**src/rtl/fb_pkg.sv**
```systemverilog
// rtl/fb_pkg.sv - shared defaults, state encoding and width helper for the frame scheduler
package fb_pkg;

    localparam int FB_SCREEN_WIDTH  = 640;
    localparam int FB_SCREEN_HEIGHT = 480;
    localparam int FB_NPIX          = FB_SCREEN_WIDTH * FB_SCREEN_HEIGHT;

    typedef enum logic [1:0] {
        ST_IDLE  = 2'd0,
        ST_CLEAR = 2'd1,
        ST_DRAW  = 2'd2,
        ST_HOLD  = 2'd3
    } fb_state_e;

    function automatic int fb_width_for(input int count);
        return (count > 1) ? $clog2(count) : 1;
    endfunction

endpackage

```
**src/rtl/fb_clear_engine.sv**
```systemverilog
// rtl/fb_clear_engine.sv - ascending address sweep 0..NPIX-1, one write per cycle after start
module fb_clear_engine
    import fb_pkg::*;
#(
    parameter int NPIX       = FB_NPIX,
    parameter int ADDR_WIDTH = fb_width_for(NPIX)
) (
    input  logic                  clk,
    input  logic                  resetn,
    input  logic                  start_i,
    output logic                  wr_en_o,
    output logic [ADDR_WIDTH-1:0] addr_o,
    output logic                  last_o
);

    // Explicit compare against the final address so non-power-of-two depths stop exactly.
    localparam logic [ADDR_WIDTH-1:0] LAST_ADDR = ADDR_WIDTH'(NPIX - 1);

    logic                  busy_q, busy_d;
    logic [ADDR_WIDTH-1:0] addr_q, addr_d;

    assign wr_en_o = busy_q;
    assign addr_o  = addr_q;
    assign last_o  = busy_q && (addr_q == LAST_ADDR);

    always_comb begin
        busy_d = busy_q;
        addr_d = addr_q;
        if (start_i) begin
            busy_d = 1'b1;
            addr_d = '0;
        end else if (busy_q) begin
            if (last_o) begin
                busy_d = 1'b0;
                addr_d = '0;
            end else begin
                addr_d = addr_q + ADDR_WIDTH'(1);
            end
        end
    end

    always_ff @(posedge clk) begin
        if (!resetn) begin
            busy_q <= 1'b0;
            addr_q <= '0;
        end else begin
            busy_q <= busy_d;
            addr_q <= addr_d;
        end
    end

endmodule

```
**src/rtl/fb_frame_scheduler.sv**
```systemverilog
// rtl/fb_frame_scheduler.sv - framebuffer write-port owner: per-frame clear sweep, then plotter draw
module fb_frame_scheduler
    import fb_pkg::*;
#(
    parameter  int SCREEN_WIDTH  = FB_SCREEN_WIDTH,
    parameter  int SCREEN_HEIGHT = FB_SCREEN_HEIGHT,
    localparam int NPIX          = SCREEN_WIDTH * SCREEN_HEIGHT,
    localparam int ADDR_WIDTH    = fb_width_for(NPIX)
) (
    input  logic                  clk,
    input  logic                  resetn,
    input  logic                  frame_pulse,
    input  logic                  plot_wr_en,
    input  logic [ADDR_WIDTH-1:0] plot_addr,
    input  logic                  plot_data,
    input  logic                  plot_col_done,
    output logic                  plot_enable,
    output logic                  fb_wr_en,
    output logic [ADDR_WIDTH-1:0] fb_wr_addr,
    output logic                  fb_wr_data,
    output logic [1:0]            state,
    output logic [15:0]           frame_count,
    output logic                  overrun,
    output logic                  dropped_write
);

    localparam int               COL_W    = fb_width_for(SCREEN_WIDTH);
    localparam logic [COL_W-1:0] LAST_COL = COL_W'(SCREEN_WIDTH - 1);

    fb_state_e             state_q;
    logic [COL_W-1:0]      col_cnt_q;
    logic [15:0]           frame_count_q;
    logic                  overrun_q;
    logic                  dropped_q;
    logic                  plot_enable_q;
    logic                  wr_en_q;
    logic [ADDR_WIDTH-1:0] wr_addr_q;
    logic                  wr_data_q;

    logic                  clr_start;
    logic                  clr_wr_en;
    logic [ADDR_WIDTH-1:0] clr_addr;
    logic                  clr_last;
    logic                  final_col;

    // Every non-CLEAR state answers frame_pulse by starting a fresh sweep.
    assign clr_start = frame_pulse && (state_q != ST_CLEAR);
    assign final_col = plot_col_done && (col_cnt_q == LAST_COL);

    fb_clear_engine #(
        .NPIX       (NPIX),
        .ADDR_WIDTH (ADDR_WIDTH)
    ) u_clear (
        .clk     (clk),
        .resetn  (resetn),
        .start_i (clr_start),
        .wr_en_o (clr_wr_en),
        .addr_o  (clr_addr),
        .last_o  (clr_last)
    );

    always_ff @(posedge clk) begin
        if (!resetn) begin
            state_q       <= ST_IDLE;
            col_cnt_q     <= '0;
            frame_count_q <= '0;
            overrun_q     <= 1'b0;
            dropped_q     <= 1'b0;
            plot_enable_q <= 1'b0;
            wr_en_q       <= 1'b0;
            wr_addr_q     <= '0;
            wr_data_q     <= 1'b0;
        end else begin
            wr_en_q       <= 1'b0;
            plot_enable_q <= 1'b0;
            if (plot_wr_en && (state_q != ST_DRAW)) begin
                dropped_q <= 1'b1;
            end
            case (state_q)
                ST_IDLE: begin
                    if (frame_pulse) state_q <= ST_CLEAR;
                end
                ST_CLEAR: begin
                    wr_en_q   <= clr_wr_en;
                    wr_addr_q <= clr_addr;
                    wr_data_q <= 1'b0;
                    if (frame_pulse) overrun_q <= 1'b1;
                    if (clr_last) begin
                        state_q   <= ST_DRAW;
                        col_cnt_q <= '0;
                    end
                end
                ST_DRAW: begin
                    wr_en_q   <= plot_wr_en;
                    wr_addr_q <= plot_addr;
                    wr_data_q <= plot_data;
                    if (final_col) frame_count_q <= frame_count_q + 16'd1;
                    // A pulse coinciding with the last column completes the frame cleanly.
                    if (frame_pulse) begin
                        state_q <= ST_CLEAR;
                        if (!final_col) overrun_q <= 1'b1;
                    end else if (final_col) begin
                        state_q <= ST_HOLD;
                    end else begin
                        plot_enable_q <= 1'b1;
                        if (plot_col_done) col_cnt_q <= col_cnt_q + COL_W'(1);
                    end
                end
                ST_HOLD: begin
                    if (frame_pulse) state_q <= ST_CLEAR;
                end
                default: state_q <= ST_IDLE;
            endcase
        end
    end

    assign plot_enable   = plot_enable_q;
    assign fb_wr_en      = wr_en_q;
    assign fb_wr_addr    = wr_addr_q;
    assign fb_wr_data    = wr_data_q;
    assign state         = state_q;
    assign frame_count   = frame_count_q;
    assign overrun       = overrun_q;
    assign dropped_write = dropped_q;

endmodule

```
**config.mk**
```make
export PLATFORM = sky130hd
export DESIGN_NAME = fb_frame_scheduler
export DESIGN_NICKNAME = d
export VERILOG_FILES = /design/src/rtl/fb_pkg.sv /design/src/rtl/fb_clear_engine.sv /design/src/rtl/fb_frame_scheduler.sv
export SDC_FILE = /design/constraint.sdc
export NUM_CORES = 1
export LEC_CHECK = 0
export CAP_MARGIN = 15
export CORE_MARGIN = 4
export CORE_UTILIZATION = 47
export CTS_BUF_LIST = sky130_fd_sc_hd__clkbuf_4 sky130_fd_sc_hd__clkbuf_8 sky130_fd_sc_hd__clkbuf_16
export CTS_CLUSTER_SIZE = 30
export DETAILED_ROUTE_END_ITERATION = 7
export HOLD_SLACK_MARGIN = 0.15
export PLACE_DENSITY = 0.77
export SYNTH_ARGS = -nofsm -noshare
export SYNTH_HDL_FRONTEND = slang
export SYNTH_SLANG_ARGS = --single-unit
```
**constraint.sdc**
```tcl
create_clock -name clk -period 2.27 [get_ports clk]
set_clock_uncertainty 0.05 [all_clocks]
set_input_delay 0.227 -clock clk [delete_from_list [all_inputs] [get_ports clk]]
set_output_delay 0.227 -clock clk [all_outputs]
set_load 0.02 [all_outputs]
```
==> results.sh, run 1 <==
export IMPL_ant_nets=0
export IMPL_drtPass1Iterations=4
export IMPL_gp_congestion=0.864
export IMPL_synth_xor_area_share_pct=7.99
export IMPL_synth_top_cell_area_share_pct=41.1
export IMPL_dpl_cell_area_mm2=0.00432
export IMPL_max_cap_violations=0
export IMPL_synth_distinct_cells=52
export IMPL_yosysSeqAreaShare_pct=41.1
export IMPL_number_of_buffer_and_inverter_stages_on_the_critical_path=0
export IMPL_worst_skew_pair_late_latency_ns=0.35
export IMPL_count_of_yosys_warnings_during_synthesis=0
export IMPL_powerDensity_mw_per_mm2=978
export IMPL_antenna_diode_count=0
export IMPL_worst_path_largest_cell_delay_ns=0.55
export IMPL_path_delay_family="simple AND/OR/NAND/NOR gates"
export IMPL_postRouteWirelength_mm=7.92
export IMPL_clockBufferDepth=2
export IMPL_critical_path_sink_type="flip-flop"
export IMPL_gate_count_of_the_mapped_netlist=386
export IMPL_max_slew_margin_pct=69.7
export IMPL_wl_per_cell_um=14.0
export IMPL_drt_drc_violations_left=0
export IMPL_gr_usage_all_layers_pct=19.1
export IMPL_start_util_pct=48.4
export IMPL_die_width_um=94.4
export IMPL_number_of_enable_type_register_cells_in_the_synthesized_netlist=0
export IMPL_fraction_of_the_mapped_netlist_area_in_compound_gates_pct=13.2
export IMPL_grt_met3_usage_pct=5.42
export IMPL_num_vias=3037
export IMPL_leading_cell_type_by_number_of_instances_after_synthesis="dfxtp_1"
export IMPL_timing_worst_slew_pin_value_ns=0.451
export IMPL_clk_root_buffer_cell="clkbuf_8"
export IMPL_setup_worst_path_start_class="flip-flop"
export IMPL_synth_nets=417
export IMPL_timing_critical_path_fanout_max=9
export IMPL_busiest_layer="met2"
export IMPL_vias_in_the_first_global_route=2918
export IMPL_vias_per_cell=5.38
export IMPL_fin_max_slew_vios=0
export IMPL_finish_instance_area_mm2=0.00458
export IMPL_fmax_mhz=469
export IMPL_crit_path_cell_trace="ha_2 -> nand4_4 -> or4_4 -> nor4_1 -> xor2_1 -> and2_1"
export IMPL_synthTopCellsByCount="72 x dfxtp_1, 52 x nand2_1, 26 x nor2_1, 21 x mux2i_1, 19 x o211a_1"
export IMPL_design_portCount=67
export IMPL_synth_mux_area_share_pct=5.99
export IMPL_core_area_mm2=0.00725
export IMPL_rows=31
export IMPL_postSynthAreaPerCell_um2=9.09
export IMPL_globalRouteMet2Util_pct=31.6
export IMPL_global_route_wire_length_before_repair_mm=13.5
export IMPL_globalRoute_totalOverflow=0
export IMPL_layout_filler_cells=617
export IMPL_dp_hpwl_mm=5.63
export IMPL_cts_sinks=72
export IMPL_synth_simple_area_share_pct=26.0
export IMPL_peakVddDrop_mv=0.779
export IMPL_yosys_area_share_adder_pct=2.14
export IMPL_final_setup_viol_count=0
export IMPL_pnr_total_power_w=0.00448
export IMPL_tritoncts="yes"
export IMPL_antenna_violations_before_repair=0
export IMPL_layout_overhead_on_the_synthesized_area_pct=30.7
export IMPL_netlist_top_cells_area="dfxtp_1 41%, mux2i_1 6.0%, nand2_1 5.6%, o211a_1 5.4%, xnor2_1 4.0%"
export IMPL_fraction_of_final_layout_cells_with_drive_strength_greater_than_1_pct=10.1
export IMPL_synth_async_reset_ratio_pct=0
export IMPL_setup_worst_path_class="reg2reg"
export IMPL_use_met1_pct=23.8
export IMPL_worst_ep_arrival_time_ns=2.33
export IMPL_drt_iter0_markers=152
export IMPL_totalNegativeSetupSlack_ns=0
export IMPL_hold_path_stages=2
export IMPL_path_depth=6
export IMPL_synth_top_family_by_area="simple AND/OR/NAND/NOR gates"
export IMPL_hold_violations=0
export IMPL_timing_hold_worst_class="in2reg"
export IMPL_rsz0062_at_grt="false"
export IMPL_status="complete, no violations"
export IMPL_layout_worst_path_cycle_share_pct=94.0
export IMPL_io_buffers=66
export IMPL_die_h_um=94.4
export IMPL_slowest_stage="or4_4"
export IMPL_netlist_area_mm2=0.00351
export IMPL_cts_buffers=9
export IMPL_yosys_register_bits=72
export IMPL_die_area_mm2=0.00891
export IMPL_cp_data_required_time_ns=2.47
export IMPL_post_cts_hold_buffer_count=0
export IMPL_clk_pin_slew_ns=0.08
export IMPL_yosys_area_top_type="dfxtp_1"
export IMPL_static_leakage_power_nw=1.78
export IMPL_synth_ff_type="dfxtp_1"
export IMPL_numnets_final=491
export IMPL_fin_crit_ns=2.13
export IMPL_worst_r2r_path_depth=6
export IMPL_grt_start_max_net_pins=41
export IMPL_cts_htree_levels=3
-- report_power, final --
group / internal, W / total (W) / switching (W)
Combinational: 0.000802 / 0.00175 / 0.000950
Clock: 0.000678 / 0.00116 / 0.000480
Sequential: 0.00146 / 0.00157 / 0.000111
Total: 0.00294 / 0.00448 / 0.00154
-- state kept, by name, summed over array words and instances, names as in the netlist --
| register | cells |
|---|---|
| fb_wr_en | 1 |
| dropped_write | 1 |
| plot_enable | 1 |
| overrun | 1 |
| frame_count | 16 |
| u_clear.wr_en_o | 1 |
| col_cnt_q | 10 |
| fb_wr_data | 1 |
| state | 2 |
| u_clear.addr_o | 19 |
| fb_wr_addr | 19 |
-- cell families (layout without fill, tap and decap cells) --
| kind of cell | after synthesis | in the layout |
|---|---|---|
| AND/OR/NAND/NOR | 170 | 170 |
| flip-flops | 72 | 72 |
| AO/OA/AOI/OAI | 56 | 56 |
| XOR/XNOR | 32 | 32 |
| buffers and inverters | 29 | 108 |
| multiplexers | 21 | 21 |
| adder cells (fa/ha/maj) | 6 | 6 |
-- through the flow --
stage | setup WS (ns) | std cells | utilization, % | hold slack [ns]
after floorplan | 0.0429 | 386 | - | 0.253
after global placement | 0.100 | 548 | 59.5 | 0.404
after detailed placement | 0.0315 | 548 | 59.5 | 0.414
after CTS | 0.0424 | 564 | 62.8 | 0.231
after global routing | 0.0340 | 564 | 63.2 | 0.230
final | 0.136 | 564 | 63.2 | 0.237
-- worst paths after layout --
path           startpoint         endpoint  slack [ns]
max          col_cnt_q[0]  frame_count[11]        0.14
min                resetn   fb_wr_addr[14]        0.24
max reg2reg  col_cnt_q[0]  frame_count[11]        0.14
min reg2reg       overrun          overrun        0.43
-- per-layer routing --
| metal | part of all wire (%) | vias to the layer above | wire length (um) |
|---|---|---|---|
| met5 | 0 | - | 0 |
| met4 | 1.5 | 0 | 117 |
| met3 | 6.1 | 12 | 486 |
| met2 | 48 | 84 | 3820 |
| met1 | 44 | 1416 | 3490 |
| li1 | - | 1525 | - |
-- placed cells by master, fill, tap and decap left out, drive strengths merged, types with 3 or more instances in the layout --
cell type and n:
clkdlybuf4s50 65, clkbuf 12, dfxtp 72, nand4 11, nand3b 3, nor2 26
xor2 16, nand4b 3, nand2 52, mux2i 21, o22ai 3, and2 18
nand2b 5, xnor2 16, a21boi 3, nor4 11, nor3 8, and3 6
nand3 17, a21oi 5, ha 6, inv 11, o311a 3, o211a 19
o21ai 6, buf 17
-- cell type report --
cell class | count | area, um2 | area share, %
Clock buffer | 12 | 153 | 3.33
Sequential cell | 72 | 1440 | 31.5
Tap cell | 99 | 124 | 2.70
Inverter | 10 | 37.5 | 0.819
Multi-Input combinational cell | 285 | 1980 | 43.1
Clock inverter | 4 | 76.3 | 1.66
Timing Repair Buffer | 82 | 776 | 16.9
-- what timing repair did --
| item | 4_1_cts | 5_1_grt |
|---|---|---|
| buffers inserted | 0 | 0 |
| endpoints found under the setup margin | 1 | 11 |
| resized for setup | 1 | 5 |
| pin swaps | 0 | 1 |
Power figures use the tool's default switching activity.
==> inputs of run 2 (changes only) <==
--- a/config.mk
+++ b/config.mk
@@ -15,4 +15,5 @@
 export PLACE_DENSITY = 0.77
 export SYNTH_ARGS = -nofsm -noshare
 export SYNTH_HDL_FRONTEND = slang
+export SYNTH_HIERARCHICAL = 1
 export SYNTH_SLANG_ARGS = --single-unit
==> constraint.sdc (replaced) <==
create_clock -name clk -period 1.9 [get_ports clk]
set_clock_uncertainty 0.05 [all_clocks]
set_input_delay 0.19 -clock clk [delete_from_list [all_inputs] [get_ports clk]]
set_output_delay 0.19 -clock clk [all_outputs]
set_load 0.02 [all_outputs]
==> results.sh, run 2 <==
export IMPL_status="complete, but fails checks"
export IMPL_violated_checks="negative setup slack"
export IMPL_count_of_yosys_warnings_during_synthesis=6
export IMPL_power_net_switching_w=0.00158
export IMPL_fraction_of_final_layout_cells_with_drive_strength_greater_than_1_pct=21.7
export IMPL_max_slew_margin_pct=66.4
export IMPL_number_of_enable_type_register_cells_in_the_synthesized_netlist=0
export IMPL_fin_max_slew_vios=0
export IMPL_globalRoute_totalOverflow=0
export IMPL_dp_hpwl_mm=7.03
export IMPL_setup_worst_path_class="reg2reg"
export IMPL_cts_sinks=72
export IMPL_layout_cells_most_common_list="70 x dfxtp_1, 68 x buf_4, 66 x clkdlybuf4s50_1"
export IMPL_netlist_area_mm2=0.00356
export IMPL_synth_ff_type="dfxtp_1"
export IMPL_path_delay_family="simple AND/OR/NAND/NOR gates"
export IMPL_rows=31
export IMPL_synthTopCellsByCount="72 x dfxtp_1, 62 x nor2_1, 36 x a21oi_1, 28 x mux2i_1, 27 x nand2_1"
export IMPL_vias_in_the_first_global_route=3569
export IMPL_leading_cell_type_by_number_of_instances_after_synthesis="dfxtp_1"
export IMPL_rsz0062_at_grt="true"
export IMPL_clk_pin_slew_ns=0.07
export IMPL_cts_buffers=9
export IMPL_min_delay_start="fb_wr_data"
export IMPL_cts_htree_levels=3
export IMPL_hold_path_end="fb_wr_data"
export IMPL_drt_drc_violations_left=0
export IMPL_synth_async_reset_ratio_pct=0
export IMPL_fin_crit_ns=2.35
export IMPL_antenna_violations_before_repair=0
export IMPL_layout_filler_cells=574
export IMPL_gate_count_of_the_mapped_netlist=424
export IMPL_max_cap_violations=0
export IMPL_gr_usage_all_layers_pct=22.6
export IMPL_number_of_buffer_and_inverter_stages_on_the_critical_path=0
export IMPL_setup_reg_to_reg_worst_slack_ns=-0.45
export IMPL_peakVddDrop_mv=0.642
export IMPL_design_internal_power_w=0.00331
export IMPL_mostFrequentLayoutCell="dfxtp_1"
export IMPL_yosys_area_top_type="dfxtp_1"
export IMPL_start_util_pct=48.9
export IMPL_tritoncts="yes"
export IMPL_cp_data_required_time_ns=2.12
export IMPL_whs_ns=0.422
export IMPL_clkPwrFrac_pct=30.7
export IMPL_core_area_mm2=0.00729
export IMPL_timing_critical_path_fanout_max=3
export IMPL_final_setup_viol_count=14
export IMPL_worst_reg2reg_endpoint="col_cnt_q[5]"
export IMPL_netlist_top_cells_area="dfxtp_1 40%, mux2i_1 7.9%, nor2_1 6.5%, a21oi_1 5.1%, nand3_1 3.0%"
export IMPL_synth_top_cell_area_share_pct=40.5
export IMPL_layout_setup_ws_ns=-0.453
export IMPL_postRouteWirelength_mm=10.0
export IMPL_totalNegativeSetupSlack_ns=-4.38
export IMPL_yosysSeqAreaShare_pct=40.5
export IMPL_crit_path_cell_trace="ha_4 -> nand3_4 -> or4_4 -> nor2_4 -> nand2b_1 -> nand2_1 -> or4_1 -> a31oi_1"
export IMPL_post_cts_hold_buffer_count=0
export IMPL_timing_hold_worst_class="reg2reg"
export IMPL_powerDensity_mw_per_mm2=947
export IMPL_drt_iter0_markers=142
export IMPL_layout_worst_path_cycle_share_pct=124
export IMPL_critical_path_sink_type="flip-flop"
export IMPL_numnets_final=580
export IMPL_global_route_wire_length_before_repair_mm=16.2
export IMPL_slowest_stage="or4_4"
export IMPL_design_portCount=67
export IMPL_static_leakage_power_nw=1.87
export IMPL_share_comb_of_total_power_pct=34.7
export IMPL_worst_ep_arrival_time_ns=2.57
export IMPL_worst_skew_pair_late_latency_ns=0.34
export IMPL_synth_nets=455
export IMPL_critical_path_reg2reg_startpoint="u_clear/addr_o[1]"
export IMPL_num_vias=3661
export IMPL_vias_per_cell=5.61
export IMPL_postSynthAreaPerCell_um2=8.40
export IMPL_hold_path_stages=2
export IMPL_layout_overhead_on_the_synthesized_area_pct=45.0
export IMPL_setup_worst_path_start_class="flip-flop"
export IMPL_fmax_mhz=425
export IMPL_switching_share_pct=32.4
export IMPL_die_h_um=95.1
export IMPL_die_area_mm2=0.00904
export IMPL_yosys_register_bits=72
export IMPL_timing_worst_slew_pin_value_ns=0.491
export IMPL_die_width_um=95.1
export IMPL_wl_per_cell_um=15.3
export IMPL_synth_distinct_cells=52
export IMPL_drtPass1Iterations=4
export IMPL_gp_congestion=0.850
export IMPL_worst_path_largest_cell_delay_ns=0.54
export IMPL_antenna_diode_count=0
export IMPL_clk_root_buffer_cell="clkbuf_8"
export IMPL_grt_start_max_net_pins=28
export IMPL_io_buffers=66
export IMPL_worst_r2r_path_depth=8
export IMPL_ant_nets=0
export IMPL_clockBufferDepth=2
export IMPL_seq_power_share_pct=34.6
export IMPL_hold_violations=0
[run 2: cell types whose count changed after synthesis, moves of 6 or more]
cell / before / now
mux2i_1: 21 / 28
or3_1: 0 / 6
o211a_1: 19 / 0
a21oi_1: 4 / 36
xor2_1: 16 / 6
nor2_1: 26 / 62
and2_1: 18 / 2
xnor2_1: 16 / 7
o21ai_0: 5 / 11
or4_1: 1 / 11
nand2_1: 52 / 27
[run 2: area by class of cell]
| cell class | count | area (um2) | share of cell area [%] |
|---|---|---|---|
| Clock buffer | 11 | 145 | 2.81 |
| Timing Repair Buffer | 136 | 1200 | 23.3 |
| Sequential cell | 72 | 1450 | 28.0 |
| Tap cell | 99 | 124 | 2.40 |
| Inverter | 14 | 52.6 | 1.02 |
| Clock inverter | 5 | 104 | 2.01 |
| Multi-Input combinational cell | 316 | 2090 | 40.5 |
[run 2: routing by layer]
metal	global-route usage, %	vias up	part of all wire [%]
met5	0	-	0
met4	8.77	0	2.0
met3	4.42	21	6.4
met2	39.9	135	51
met1	27.0	1718	40
li1	-	1787	-
[run 2: worst max-delay path by stage]
stage | startpoint | endpoint | slack [ns] | cells past startpoint
floorplan | u_clear/addr_o[0] | col_cnt_q[3] | -0.44 | 9
global placement | u_clear/addr_o[1] | col_cnt_q[3] | -0.37 | 8
detailed placement | u_clear/addr_o[1] | col_cnt_q[9] | -0.48 | 8
CTS | u_clear/addr_o[1] | col_cnt_q[7] | -0.39 | 8
global route | u_clear/addr_o[1] | col_cnt_q[5] | -0.52 | 8
finish | u_clear/addr_o[1] | col_cnt_q[5] | -0.45 | 8
[run 2: logic make-up (layout without fill, tap and decap cells)]
kind of cell	count (synthesis)	count (layout)	synth area share, %
buffers and inverters	36	166	4.21
muxes	28	28	7.87
DFF	72	72	40.5
AOI/OAI and AO/OA	77	77	13.5
and+or+nand+nor	192	192	28.6
adders and majority gates	6	6	2.11
xor gates and xnor gates	13	13	3.20
[run 2: what timing repair did]
action / in CTS / in global routing
gates resized for setup: 10 / 12
endpoints found under the setup margin: 25 / 20
buffers inserted: 3 / 3
hold endpoints to repair: 0 / 0
pin swaps: 5 / 4
[run 2: tightest hold or removal path, cell delays in order, from the launching register on]
cell and delay (ns):
dfxtp_1 0.32, nand2_1 0.06, a21oi_1 0.05
[run 2: per-stage QoR]
| step | power, W | util [%] | cells | setup slack (ns) | area (um2) |
|---|---|---|---|---|---|
| after CTS | 0.00484 | 69.9 | 650 | -0.386 | 5090 |
| after global placement | 0.00326 | 65.5 | 631 | -0.375 | 4770 |
| after global routing | 0.00514 | 70.8 | 653 | -0.519 | 5160 |
| after detailed placement | 0.00330 | 65.5 | 631 | -0.480 | 4770 |
| after floorplan | 0.00268 | - | 424 | -0.438 | 3600 |
| final | 0.00489 | 70.8 | 653 | -0.453 | 5160 |
[run 2: power by group through the flow]
stage                     Combinational (W)  Clock (W)  Sequential, W
after floorplan                    0.000854          0        0.00183
after global placement              0.00154          0        0.00172
after detailed placement            0.00158          0        0.00173
after CTS                           0.00163    0.00152        0.00169
after global routing                0.00185    0.00159        0.00170
final                               0.00170    0.00150        0.00169
==> inputs of run 3 (changes only) <==
--- a/config.mk
+++ b/config.mk
@@ -13,6 +13,7 @@
 export DETAILED_ROUTE_END_ITERATION = 7
 export HOLD_SLACK_MARGIN = 0.15
 export PLACE_DENSITY = 0.77
+export SLEW_MARGIN = 20
 export SYNTH_ARGS = -nofsm -noshare
 export SYNTH_HDL_FRONTEND = slang
 export SYNTH_HIERARCHICAL = 1
==> results of run 3 <==
Final layout, timing and power as in run 2 (identical DEF).
